--- config.mk ---
export PLATFORM = sky130hd
export DESIGN_NAME = argmax_stream_classifier
export DESIGN_NICKNAME = d
export VERILOG_FILES = /design/src/rtl/cnn_pkg.sv /design/src/rtl/argmax_cmp_slot.sv /design/src/rtl/argmax_stream_classifier.sv
export SDC_FILE = /design/constraint.sdc
export NUM_CORES = 1
export LEC_CHECK = 0
export ABC_AREA = 1
export CAP_MARGIN = 15
export CORE_MARGIN = 2
export CORE_UTILIZATION = 40
export DETAILED_ROUTE_END_ITERATION = 12
export PLACE_DENSITY = 0.73
export SYNTH_ARGS = -nofsm -noshare
export SYNTH_HDL_FRONTEND = slang
export SYNTH_HIERARCHICAL = 1
export SYNTH_SLANG_ARGS = --single-unit
export TNS_END_PERCENT = 100
--- constraint.sdc ---
create_clock -name clk -period 4.6 [get_ports clk]
set_input_delay 0.69 -clock clk [delete_from_list [all_inputs] [get_ports clk]]
set_output_delay 0.69 -clock clk [all_outputs]
set_load 0.05 [all_outputs]
--- src/rtl/cnn_pkg.sv ---
// Shared CNN datapath types: internal score width, classifier FSM states and score type.
package cnn_pkg;

  localparam int unsigned INTERNAL_BITS = 32;

  typedef enum logic [1:0] {
    IDLE  = 2'd0,
    ACCUM = 2'd1,
    DONE  = 2'd2
  } state_t;

  typedef logic signed [INTERNAL_BITS-1:0] score_t;

endpackage

--- src/rtl/argmax_cmp_slot.sv ---
// One argmax slot: holds a signed value and its class index, with a strict-greater comparator.
// The owner decides when to load; greater_c tells it whether the offered value beats the held one.
module argmax_cmp_slot
  import cnn_pkg::*;
#(
  parameter int unsigned DATA_W = INTERNAL_BITS,
  parameter int unsigned IDX_W  = 4
) (
  input  logic                     clk,
  input  logic                     rst,
  input  logic                     clear,
  input  logic                     load,
  input  logic signed [DATA_W-1:0] d_value,
  input  logic        [IDX_W-1:0]  d_index,
  output logic signed [DATA_W-1:0] value,
  output logic        [IDX_W-1:0]  index,
  output logic                     greater_c
);

  // Strict compare keeps the earlier (lower) index on ties.
  assign greater_c = d_value > value;

  always_ff @(posedge clk or posedge rst) begin
    if (rst) begin
      value <= '0;
      index <= '0;
    end else if (clear) begin
      value <= '0;
      index <= '0;
    end else if (load) begin
      value <= d_value;
      index <= d_index;
    end
  end

endmodule

--- src/rtl/argmax_stream_classifier.sv ---
// Streaming argmax over one frame of NUM_CLASSES signed class scores, valid/ready on both sides.
// Define ARGMAX_TOP2_EN to add second-best index/score and the best-minus-second margin.
module argmax_stream_classifier
  import cnn_pkg::*;
#(
  parameter  int unsigned DATA_W      = INTERNAL_BITS,
  parameter  int unsigned NUM_CLASSES = 10,
  localparam int unsigned IDX_W       = $clog2(NUM_CLASSES)
) (
  input  logic                     clk,
  input  logic                     rst,
  input  logic                     clear,
  input  logic                     in_valid,
  output logic                     in_ready,
  input  logic signed [DATA_W-1:0] in_data,
  output logic                     out_valid,
  input  logic                     out_ready,
  output logic        [IDX_W-1:0]  out_index,
  output logic signed [DATA_W-1:0] out_max,
  output logic        [15:0]       frame_cnt
`ifdef ARGMAX_TOP2_EN
  ,
  output logic        [IDX_W-1:0]  out_index2,
  output logic signed [DATA_W-1:0] out_max2,
  output logic signed [DATA_W:0]   out_margin
`endif
);

  localparam logic [IDX_W-1:0] LAST_IDX = IDX_W'(NUM_CLASSES - 1);

  state_t             state, state_d;
  logic [IDX_W-1:0]   cnt, cnt_d;
  logic [15:0]        frame_cnt_d;
  logic               in_ready_d, out_valid_d;
  logic               accept, handshake;
  logic               load_first, cmp_en;
  logic               best_gt;
  logic signed [DATA_W-1:0] best_value;
  logic        [IDX_W-1:0]  best_index;

  assign accept    = in_valid & in_ready;
  assign handshake = out_valid & out_ready;

  always_ff @(posedge clk or posedge rst) begin
    if (rst) begin
      state     <= IDLE;
      cnt       <= '0;
      frame_cnt <= '0;
      in_ready  <= 1'b0;
      out_valid <= 1'b0;
    end else begin
      state     <= state_d;
      cnt       <= cnt_d;
      frame_cnt <= frame_cnt_d;
      in_ready  <= in_ready_d;
      out_valid <= out_valid_d;
    end
  end

  // Next-state and slot strobes; clear overrides everything and voids a coincident handshake.
  always_comb begin
    state_d     = state;
    cnt_d       = cnt;
    frame_cnt_d = frame_cnt;
    load_first  = 1'b0;
    cmp_en      = 1'b0;
    if (clear) begin
      state_d = IDLE;
      cnt_d   = '0;
    end else begin
      unique case (state)
        IDLE: begin
          if (accept) begin
            load_first = 1'b1;
            cnt_d      = IDX_W'(1);
            state_d    = ACCUM;
          end
        end
        ACCUM: begin
          if (accept) begin
            cmp_en = 1'b1;
            if (cnt == LAST_IDX) begin
              cnt_d   = '0;
              state_d = DONE;
            end else begin
              cnt_d = cnt + IDX_W'(1);
            end
          end
        end
        DONE: begin
          if (handshake) begin
            frame_cnt_d = frame_cnt + 16'(1);
            state_d     = IDLE;
          end
        end
        default: state_d = IDLE;
      endcase
    end
    in_ready_d  = (state_d != DONE);
    out_valid_d = (state_d == DONE);
  end

  argmax_cmp_slot #(
    .DATA_W(DATA_W),
    .IDX_W (IDX_W)
  ) u_best (
    .clk      (clk),
    .rst      (rst),
    .clear    (clear),
    .load     (load_first | (cmp_en & best_gt)),
    .d_value  (in_data),
    .d_index  (cnt),
    .value    (best_value),
    .index    (best_index),
    .greater_c(best_gt)
  );

  assign out_index = best_index;
  assign out_max   = best_value;

`ifdef ARGMAX_TOP2_EN
  logic signed [DATA_W-1:0] sec_value, sec_d_value;
  logic        [IDX_W-1:0]  sec_index, sec_d_index;
  logic                     sec_gt, sec_loaded, sec_load, demote;

  // A new best pushes the old best down; otherwise the newcomer may take second place.
  assign demote      = cmp_en & best_gt;
  assign sec_load    = cmp_en & (best_gt | sec_gt | ~sec_loaded);
  assign sec_d_value = demote ? best_value : in_data;
  assign sec_d_index = demote ? best_index : cnt;

  always_ff @(posedge clk or posedge rst) begin
    if (rst) begin
      sec_loaded <= 1'b0;
    end else if (clear || load_first) begin
      sec_loaded <= 1'b0;
    end else if (sec_load) begin
      sec_loaded <= 1'b1;
    end
  end

  argmax_cmp_slot #(
    .DATA_W(DATA_W),
    .IDX_W (IDX_W)
  ) u_second (
    .clk      (clk),
    .rst      (rst),
    .clear    (clear),
    .load     (sec_load),
    .d_value  (sec_d_value),
    .d_index  (sec_d_index),
    .value    (sec_value),
    .index    (sec_index),
    .greater_c(sec_gt)
  );

  assign out_index2 = sec_index;
  assign out_max2   = sec_value;
  assign out_margin = {best_value[DATA_W-1], best_value} - {sec_value[DATA_W-1], sec_value};
`endif

endmodule

==> results of run 1 <==
-- worst max path at each step --
stage | slack (ps) | end | startpoint | cells after the start
after floorplan | 2000 | u_best/value[10] | u_best/value[21] | 18
after global placement | 1100 | u_best/value[29] | in_data[31] | 15
after detailed placement | 990 | u_best/value[30] | in_data[31] | 15
after CTS | 1340 | u_best/value[30] | in_data[31] | 15
after global routing | 1160 | u_best/value[30] | in_data[31] | 15
final | 1350 | u_best/value[30] | in_data[31] | 15
-- kinds of logic after synthesis --
kind of cell	synth area share
AOI/OAI and AO/OA	0.122
xor gates and xnor gates	0.0215
adders and majority gates	0.119
buffers and inverters	0.0951
DFF	0.409
and+or+nand+nor	0.233
-- where the power goes --
group | switching, mW | internal, mW | leakage (nW)
sequential | 0.0117 | 0.544 | 0.814
clock | 0.211 | 0.319 | 0.107
combinational | 0.169 | 0.102 | 1.32
total | 0.391 | 0.966 | 2.25
-- worst min-delay path: stages, from the launching register on --
cell     delay, ps
dfrtp_1        370
nand2_1         60
nand2_1         50
-- registers in the layout, indices dropped and copies added, names as in the netlist --
register and cells:
out_valid 1, frame_cnt 16, u_best/index 4, cnt 4, state 2, u_best/value 32
in_ready 1
-- layout by cell type, fill, tap and decap left out, types with 10 or more instances in the layout --
cell	count
a21oi_1	15
clkbuf_8	10
clkdlybuf4s50_1	90
dfrtp_1	60
ha_1	35
inv_1	68
nand2_1	86
nand3_1	46
nor2_1	24
o21ai_0	11
o21ai_2	30
-- through the flow --
stage                     cells  utilization  hold WS, ps
after global routing        641        0.554          562
after global placement      625        0.530          480
after floorplan             435            -          527
after detailed placement    625        0.530          493
after CTS                   641        0.554          506
final                       641        0.554          508
-- cell type report --
cell class / instances / area (um^2)
Clock buffer: 12 / 145
Fill cell: 813 / 3930
Multi-Input combinational cell: 292 / 1830
Timing Repair Buffer: 93 / 923
Tap cell: 108 / 135
Sequential cell: 60 / 1500
Inverter: 72 / 270
Clock inverter: 4 / 72.6
-- routing by layer --
metal | routed length [um] | global-route usage | part of all wire | vias to the layer above
met4 | 66 | 0.0516 | 0.0075 | 0
li1 | - | - | - | 1594
met2 | 4220 | 0.297 | 0.48 | 103
met1 | 3890 | 0.236 | 0.44 | 1523
met3 | 665 | 0.0543 | 0.075 | 7
met5 | 0 | 0 | 0 | -
==> impl_results.md, run 1 <==
* Synthesized Nets at 507
* Hold path cells at 2
* Routed vias/inst at 5.03
* Starting Density at 0.417
* Setup violations, final at 0
* Clk_lat worst skew at 340 ps
* Placement Setup Slack at 989 ps
* WHS Endpoint: frame_cnt[15]
* IO buf count at 90
* HP Start: frame_cnt[15]
* Pwr dens at 278 nW/um^2
* Kind of critical path: in -> reg
* Data required, critical path at 4800 ps
* Drt wl/cell at 13.8 um
* Iteration-0 DRC Markers at 125
* I/O pin cnt at 91
* Crit start category: primary input
* Worst vdd ir at 141 uV
* Seq/Total Area, Yosys at 0.409
* FF-to-FF Start: u_best/value[31]
* Worst R2R Path Depth at 15
* CTS root buf: clkbuf_8
* Final Routed Wirelength at 8.84 mm
* Final Hold Fails at 0
* Final Total Pwr at 1.36 mW
* Synthesis Warnings at 6
* Synth Cell Area at 3670 um^2
* Post-synth top cells: nand2_1, inv_1, dfrtp_1
* Core area at 8810 um^2
* Slew Viols, Final at 0
* First-pass GRT wire length at 14.6 mm
* Pin count of the biggest net entering global routing at 37
* Worst R2R End: u_best/value[30]
* Rows at 34
* DR DRC count at 0
* Number of synthesized flops with an enable pin at 0
* Setup WS post-layout at 1350 ps
* Actual slew at the worst max-slew pin at 1060 ps
* Reg2Reg Setup Slack at 1720 ps
* CP delay by family, top: buffers and inverters
* Area grow syn2layout at 32.9%
* Initial antenna violation count at 0
* Vias in the first global route at 3218
* Seq cells post-synth at 60
* CP cell instances: clkdlybuf4s50_1 > ha_1 > a21oi_1 > o21a_1 > nand2_1 > a21oi_1 > nand2_1 > nand2_1 > nand2_1 > nor2_1 > inv_1 > a21oi_4 > or2_2 > buf_4 > o21ai_0
* PostCTS Resize Cnt at 0
* Final Instance Area at 4880 um^2
* Num CTS Buffers at 9
* Post-route minimum period at 3250 ps
* Status: finished clean
* Most used cell, CP: nand2_1
* Post-route ant nets at 0
* Max-cap violations at 0
* CTS Hold Buffers Added at 0
* Yosys top cell area share at 0.409
* GRT Residual Overflow at 0
* Post-layout net count at 600
* Cell Area, Placed at 4660 um^2
* H-tree Lvls at 3
* Die area at 9960 um^2
* Die Height at 99.8 um
* Sink Count at 60
* CP bufs+invs at 3
* Async set or reset register ratio after synthesis at 1.00
* Max_slew headroom at 0.290
* RSZ-0062 raised after global routing: no
* Synth area leaders: dfrtp_1, ha_1, nand2_1
* CTS tree: built
* HP Class: reg -> reg
* Static Leak at 2.25 nW
* Arrival @ worst endpoint at 3450 ps
* Diode count at 0
* CP max FO at 25
* Setup Skew at 9.46 ps
* Proportion of layout cells with a drive suffix above 1 at 0.126
* Vias at 3227
* Mapped Cells at 435
* Post-synth top area cell: dfrtp_1
* Max Fclk at 308 MHz
* Clock buffer depth at 2
* CP endpoint kind: register
* Setup Buffers After CTS at 0
* Final worst path period share at 0.707
* All-Layer GR Usage at 0.182
* 1st-pass router iterations at 4
* Crit-path max cell delay at 520 ps
* Yosys cell types at 32
* CP max-delay cell: clkdlybuf4s50_1
* Primary FF master, synth: dfrtp_1
* Final setup TNS at 0 ps
* Clock slew at reported path FFs at 70 ps
* Hpwl dp at 6.47 mm
* Count leader, synth: nand2_1
* Die boundary width at 99.8 um
* Syn avg cell area at 8.44 um^2
* Routability cong. at 0.844
No activity file was read; power rests on OpenSTA's default activity.
==> inputs of run 2 (changes only) <==
clock period = 3.2 ns   (was 4.6 ns; I/O delays follow)
==> impl_results.md, run 2 (synthesis results as in run 1) <==
* DR DRC count at 0
* Cell Count, Final, Fillers Out at 642
* Most used cell, CP: nand2_1
* All-Layer GR Usage at 0.184
* Max Fclk at 370 MHz
* Clock buffer depth at 2
* First-pass GRT wire length at 14.8 mm
* Static Leak at 2.25 nW
* CTS Hold Buffers Added at 0
* Hpwl dp at 6.35 mm
* Die Height at 99.8 um
* Diode count at 0
* Pwr dens at 370 nW/um^2
* Kind of critical path: in -> reg
* Actual slew at the worst max-slew pin at 921 ps
* Rows at 34
* Setup Skew at 5.35 ps
* Setup violations, final at 0
* Vias at 3163
* Post-route minimum period at 2700 ps
* Routed vias/inst at 4.93
* Cell Area, Placed at 4690 um^2
* Post-route ant nets at 0
* Footprint of the multi-input gates at 1830 um^2
* CP max-delay cell: clkdlybuf4s50_1
* Max_slew headroom at 0.385
* GRT Residual Overflow at 0
* Slew Viols, Final at 0
* Most common cell after layout, fill and taps aside: clkdlybuf4s50_1
* CTS tree: built
* CP max FO at 22
* Num CTS Buffers at 9
* Fillers at 834
* Final Hold Fails at 0
* DP Cell Count at 628
* CP endpoint kind: register
* Die boundary width at 99.8 um
* PostCTS Resize Cnt at 0
* Sink Count at 60
* HP Class: reg -> reg
* Setup WS post-layout at 497 ps
* Largest reg by FF count: u_best/value
* Core area at 8810 um^2
* CP cell instances: clkdlybuf4s50_1 > ha_1 > a21oi_1 > o21a_1 > nand2_1 > a21oi_1 > nand2_1 > nand2_1 > nand2_1 > nor2_1 > inv_1 > a21oi_4 > or2_2 > buf_4 > o21ai_0
* Final Instance Area at 4860 um^2
* Routability cong. at 0.838
* Final worst path period share at 0.845
* Most frequent cells in the layout: clkdlybuf4s50_1, nand2_1, inv_1
* Area grow syn2layout at 32.4%
* Pin count of the biggest net entering global routing at 37
* Vias in the first global route at 3249
* RSZ-0062 raised after global routing: no
* Proportion of layout cells with a drive suffix above 1 at 0.131
* Setup Buffers After CTS at 0
* Initial antenna violation count at 0
* Final Routed Wirelength at 8.47 mm
* Max reg flops at 32
* Placement Setup Slack at 146 ps
* Drt wl/cell at 13.2 um
* Crit start category: primary input
* 1st-pass router iterations at 4
* IO buf count at 90
* Data required, critical path at 3410 ps
* H-tree Lvls at 3
* Post-layout net count at 603
* Clock slew at reported path FFs at 70 ps
* Final setup TNS at 0 ps
* CTS root buf: clkbuf_8
* Worst vdd ir at 182 uV
* I/O pin cnt at 91
* Crit-path max cell delay at 520 ps
* Starting Density at 0.417
* Die area at 9960 um^2
* Max-cap violations at 0
* Regs by FF count: u_best/value x32, frame_cnt x16
* Iteration-0 DRC Markers at 90
* Status: finished clean
* Clk_lat worst skew at 330 ps
* Arrival @ worst endpoint at 2910 ps
* FF+latch area at 1500 um^2
run 2: changes by cell type in the layout (fill, tap and decap cells not counted):
cell / before / now
buf_4: 3 / 6
bufinv_16: 2 / 0
clkinvlp_4: 1 / 0
clkinv_2: 1 / 2
clkbuf_8: 10 / 12
clkbuf_1: 2 / 0
run 2: worst paths after layout:
path | startpoint | endpoint | slack, ps | cells after the start
max | in_data[31] | u_best/value[30] | 500 | 15
min | frame_cnt[15] | frame_cnt[15] | 520 | 2
max reg2reg | u_best/value[31] | u_best/value[30] | 670 | 15
min reg2reg | frame_cnt[15] | frame_cnt[15] | 520 | 2
max in group asynchronous | rst | cnt[1] | 1960 | 2
min in group asynchronous | rst | u_best/value[28] | 580 | 3
run 2: through the flow:
stage / hold slack (ps) / util / total power, mW
final: 517 / 0.552 / 1.80
after global routing: 555 / 0.552 / 1.91
after CTS: 527 / 0.552 / 1.83
after detailed placement: 506 / 0.532 / 1.20
after global placement: 481 / 0.532 / 1.20
after floorplan: 495 / - / 1.06
run 2: worst max-delay path: cells and delay by family:
kind                     cells  cell delay (ps)
AND/OR/NAND/NOR              6              480
adder cells (fa/ha/maj)      1              270
AO/OA/AOI/OAI                5              740
buffers and inverters        3              930
run 2: where the power goes:
part	switching, mW	total (mW)	internal (mW)
clock network	0.281	0.614	0.333
logic	0.237	0.386	0.149
registers	0.0170	0.800	0.783
run 2: metal layers:
| layer | part of all wire | vias up | global-route usage | routed length (um) |
|---|---|---|---|---|
| met5 | 0 | - | 0 | 0 |
| met4 | 0.0074 | 0 | 0.0379 | 63 |
| met3 | 0.075 | 9 | 0.0613 | 635 |
| met2 | 0.46 | 93 | 0.296 | 3900 |
| met1 | 0.46 | 1456 | 0.244 | 3870 |
| li1 | - | 1605 | - | - |
run 2: layout make-up:
| type | count | share of cell area |
|---|---|---|
| Clock inverter | 2 | 0.00206 |
| Inverter | 72 | 0.0556 |
| Clock buffer | 12 | 0.0340 |
| Sequential cell | 60 | 0.309 |
| Timing Repair Buffer | 96 | 0.195 |
| Tap cell | 108 | 0.0278 |
| Multi-Input combinational cell | 292 | 0.377 |
==> inputs of run 3 (changes only) <==
PLACE_DENSITY = 0.76   (was 0.73)
clock period = 2.3 ns   (was 3.2 ns; I/O delays follow)
==> impl_results.md, run 3 (synthesis results as in run 1) <==
* Placement Setup Slack at -528 ps
* FF-to-FF Start: u_best/value[21]
* Die boundary width at 99.8 um
* Actual slew at the worst max-slew pin at 540 ps
* Switching power total at 0.859 mW
* Max_slew headroom at 0.639
* Data required, critical path at 2570 ps
* Initial antenna violation count at 0
* Die area at 9960 um^2
* Area grow syn2layout at 51.9%
* Reg2Reg Setup Slack at -70 ps
* Most common cell after layout, fill and taps aside: nand2_1
* Max-cap violations at 0
* First-pass GRT wire length at 15.9 mm
* HP Start: in_data[14]
* Setup violations, final at 10
* Worst vdd ir at 347 uV
* GRT Residual Overflow at 0
* Arrival @ worst endpoint at 2650 ps
* Clk_lat worst skew at 340 ps
* Kind of critical path: in -> reg
* Starting Density at 0.417
* CTS Hold Buffers Added at 0
* CTS root buf: clkbuf_8
* Hpwl dp at 7.04 mm
* Cell Area, Placed at 5080 um^2
* Die Height at 99.8 um
* Setup WS post-layout at -83.2 ps
* CTS tree: built
* Final setup TNS at -581 ps
* RSZ-0062 raised after global routing: yes
* Failing checks: negative setup slack
* Crit start category: primary input
* Fillers at 735
* Final Total Pwr at 2.89 mW
* Iteration-0 DRC Markers at 115
* Slew Viols, Final at 0
* Post-layout net count at 639
* Static Leak at 2.50 nW
* DR DRC count at 0
* Flop pwr share at 0.387
* Post-route ant nets at 0
* All-Layer GR Usage at 0.198
* Routed vias/inst at 5.03
* Footprint of the multi-input gates at 2100 um^2
* Regs by FF count: u_best/value x32, frame_cnt x16
* WHS Endpoint: u_best/value[14]
* Logic pwr share at 0.241
* Clock buffer depth at 2
* Max reg flops at 32
* HP Class: in -> reg
* FF+latch area at 1540 um^2
* Vias at 3424
* Hold Slack at 301 ps
* Worst R2R Path Depth at 16
* Max Fclk at 420 MHz
* IO buf count at 90
* Setup Skew at 12.8 ps
* Internal at 2.03 mW
* Num CTS Buffers at 9
* Status: finished, violations left
* Final Instance Area at 5580 um^2
* Proportion of layout cells with a drive suffix above 1 at 0.344
* Worst R2R End: u_best/value[11]
* Rows at 34
* I/O pin cnt at 91
* Pwr dens at 519 nW/um^2
* Switching Fraction at 0.297
* Most frequent cells in the layout: nand2_1, clkdlybuf4s50_1, inv_1
* Routability cong. at 0.817
* H-tree Lvls at 3
* CP max FO at 8
* Clock power share at 0.372
* Final worst path period share at 1.04
* Final Routed Wirelength at 9.96 mm
* Drt wl/cell at 14.6 um
* CP endpoint kind: register
* Pin count of the biggest net entering global routing at 37
* Core area at 8810 um^2
* Clock slew at reported path FFs at 70 ps
* 1st-pass router iterations at 4
* Post-route minimum period at 2380 ps
* Hold path cells at 3
* Cell Count, Final, Fillers Out at 681
* Final Hold Fails at 0
* Final core occ at 0.634
* Sink Count at 60
* Vias in the first global route at 3459
* Largest reg by FF count: u_best/value
* DP Cell Count at 647
run 3: worst max-delay path by stage:
stage,cells after the start,to,start,slack (ps)
2_1_floorplan,18,u_best/value[10],u_best/value[21],-50
3_3_place_gp,16,u_best/value[27],in_data[15],-460
3_5_place_dp,16,u_best/value[27],in_data[15],-530
4_1_cts,18,u_best/value[5],u_best/value[17],-7
5_1_grt,20,u_best/value[17],u_best/value[3],-230
6_report,19,u_best/value[11],in_data[6],-80
run 3: final cells by class:
class / instances / area share
diodes: 1 / 0.000449
clock buffers: 12 / 0.0260
clock inverters: 4 / 0.0130
inverters: 72 / 0.0484
multi-input cells: 292 / 0.377
flip-flops and latches: 60 / 0.276
well taps: 108 / 0.0242
repair buffers: 132 / 0.235
run 3: routing by layer:
layer | share of wire | global-route usage | routed length [um] | vias up
li1 | - | - | - | 1676
met1 | 0.43 | 0.251 | 4290 | 1631
met2 | 0.50 | 0.345 | 4940 | 103
met3 | 0.063 | 0.0460 | 626 | 14
met4 | 0.011 | 0.0506 | 108 | 0
met5 | 0 | 0 | 0 | -
run 3: power groups by stage:
| stage | Combinational (mW) | Sequential (mW) | Clock, mW |
|---|---|---|---|
| after floorplan | 0.273 | 1.25 | 0 |
| after global placement | 0.606 | 1.14 | 0 |
| after detailed placement | 0.626 | 1.14 | 0 |
| after CTS | 0.651 | 1.12 | 1.09 |
| after global routing | 0.764 | 1.12 | 1.14 |
| final | 0.697 | 1.12 | 1.08 |
run 3: timing repair:
action                                  CTS  global route
endpoints found under the setup margin   35            36
pin swaps                                 8             8
resized for setup                        32            24
gates cloned                              1             3
setup buffers                             9             6
run 3: worst max-delay path: stages:
cell             delay, ps
clkdlybuf4s50_1        440
ha_1                   300
nand2_2                 60
nor2_2                 140
nand2_1                 80
nand2_1                 60
nand2_1                 50
nand2_1                 60
nand2_1                 50
nand2_1                 70
nand2_1                 50
nand2_1                 60
nor2_1                  40
inv_1                   90
a21oi_4                 70
or2_4                  290
buf_12                 140
buf_16                 130
o21ai_2                110
==> variant: new RTL, config.mk and constraints of run 3 <==
Add a define of `ARGMAX_TOP2_EN`.
--- a/src/rtl/argmax_stream_classifier.sv
+++ b/src/rtl/argmax_stream_classifier.sv
@@ -1,4 +1,6 @@
 // Streaming argmax over one frame of NUM_CLASSES signed class scores, valid/ready on both sides.
 // Define ARGMAX_TOP2_EN to add second-best index/score and the best-minus-second margin.
+`define ARGMAX_TOP2_EN
+
 module argmax_stream_classifier
   import cnn_pkg::*;
Formal check against the unedited RTL (old outputs only; new: out_index2, out_margin and out_max2): equivalent (equiv_simple and equiv_induct, registers matched by name and starting in step).
==> variant against run 3 <==
Core utilization is 4.0 points higher; highest routed layer is now met5; synthesized area increased by 150%; the run still ends with setup timing left; via count grew to 3.1 times the old value; critical endpoint is now u_second/value[30]; final area grew to 2.7 times the old value; total power grew to 3.4 times the old value; sequential power is 62% higher; sequential cell count rose by 37; sequential share of layout area decreased by 11 points; synthesized cell count rose to 3.0 times the old value; worst setup slack lost 2.8 ns; clock power rose by 47%; clock skew decreased by 0.0028 ns; routed wire length grew to 3.6 times the old value.
==> variant: results <==
set metrics [dict create \
    status "complete, but fails checks" \
    violations "setup timing" \
    track_usage 0.257 \
    wl_per_cell_um 18.2 \
    place.gp.congestion 0.933 \
    ir_drop_mv 0.445 \
    r2r-start "u_best/value[11]" \
    reg_top3 "u_best/value (32), u_second/value (32), frame_cnt (16)" \
    vias_per_cell 5.38 \
    synth.distinct_cells 36 \
    finClkSkew_ns 0.00993 \
    arrival_ns 5.43 \
    layout_setup_ws_ns -2.87 \
    dr.pass1.iters 5 \
    final_layout_size_suffix_gt1_frac 0.389 \
    syn_nets 1429 \
    setup_tns_ns -154.47 \
    whs_ns 0.391 \
    grt_pass1_wl_mm 49.6 \
    yosys.area_share.xor_xnor 0.0300 \
    critPathMaxFanout 13 \
    antennaDiodeCount 0 \
    first_iter_violations 724 \
    netlist_top_cells_area "dfrtp_1 (27%), nand2_1 (15%), ha_1 (14%)" \
    hpwl_mm 23.7 \
    hp-class "input port to asynchronous set/reset pin" \
    netlist_top_cells_count "nand2_1 (366), inv_1 (269), nand3_1 (110), ha_1 (99), dfrtp_1 (97)" \
    port-buffer-count 159 \
    synth_compound_area_frac 0.107 \
    setup_viol 104 \
    final_nets 1819 \
    root_buffer "clkbuf_16" \
    antenna_found_initial 1 \
    yosysSeqAreaShare 0.268 \
    synth_fa_ha_area_frac 0.139 \
    r2r_slack_ns -2.81 \
    r2r_cells 31 \
    grt_pass1_vias 10100 \
    relSlewSlack 0.615 \
    r2r_end "u_second/value[30]" \
    leakagePower_nw 7.41 \
    muxShareOfSynthArea 0.0506 \
    cpPeakStageDelay_ns 0.55 \
]
-- variant: power by group --
group	leakage (nW)	total (mW)	switching, mW	internal [mW]
sequential	1.27	1.81	0.0433	1.77
combinational	6.00	6.35	3.58	2.77
clock	0.143	1.59	0.731	0.855
-- variant: cell families (layout without fill, tap and decap cells) --
logic type	count (synthesis)	in the layout
AND/OR/NAND/NOR	591	591
flip-flops	97	97
multiplexers	31	31
XOR/XNOR	31	31
AO/OA/AOI/OAI	144	144
buffers and inverters	298	693
adder cells (fa/ha/maj)	100	100
-- variant: worst reg2reg max path, delay by kind of cell, from the launching register on --
family / cells / cell delay, ns
buffers and inverters: 3 / 0.47
DFF: 1 / 0.42
and+or+nand+nor: 22 / 2.54
adders and majority gates: 2 / 0.53
muxes: 1 / 0.31
AOI/OAI and AO/OA: 3 / 0.72
-- variant: routing by layer --
| metal | global-route usage | part of all wire | wire length [µm] |
|---|---|---|---|
| met5 | 0 | 0.00036 | 13 |
| met4 | 0.116 | 0.056 | 2030 |
| met3 | 0.0409 | 0.071 | 2550 |
| met2 | 0.451 | 0.49 | 17600 |
| met1 | 0.309 | 0.38 | 13700 |
-- variant: worst max-delay path by stage --
stage          cells after the start                 end  slack [ns]              from
2_1_floorplan                     33  u_second/value[11]       -1.71  u_best/value[18]
3_3_place_gp                      31   u_second/value[4]       -2.36       in_data[31]
3_5_place_dp                      33  u_second/value[10]       -2.50       in_data[17]
4_1_cts                           33  u_second/value[10]       -1.98   u_best/value[5]
5_1_grt                           31  u_second/value[30]       -2.77       in_data[11]
6_report                          31  u_second/value[30]       -2.87       in_data[11]
-- variant: cell type report --
cell class	instances	area, µm²
multi-input combinational	897	6880
tap	285	357
inverter	272	1030
clock buffer	9	225
timing repair buffer	405	4070
fill	1590	7330
sequential	97	2470
clock inverter	7	76.3
-- variant: per-stage QoR --
| stage | total power [mW] | cells | cell area [µm²] | worst slack, ns |
|---|---|---|---|---|
| after detailed placement | 7.44 | 1931 | 13500 | -2.50 |
| after global placement | 7.35 | 1931 | 13500 | -2.36 |
| after global routing | 10.2 | 1972 | 15100 | -2.77 |
| after floorplan | 5.02 | 1292 | 9700 | -1.71 |
| final | 9.75 | 1972 | 15100 | -2.87 |
| after CTS | 9.21 | 1948 | 14200 | -1.98 |
-- variant: timing repair --
item,4_1_cts,5_1_grt
cloned,0,9
endpoints found under the setup margin,102,103
resized for setup,102,131
pin swaps,10,37
setup buffers,1,16
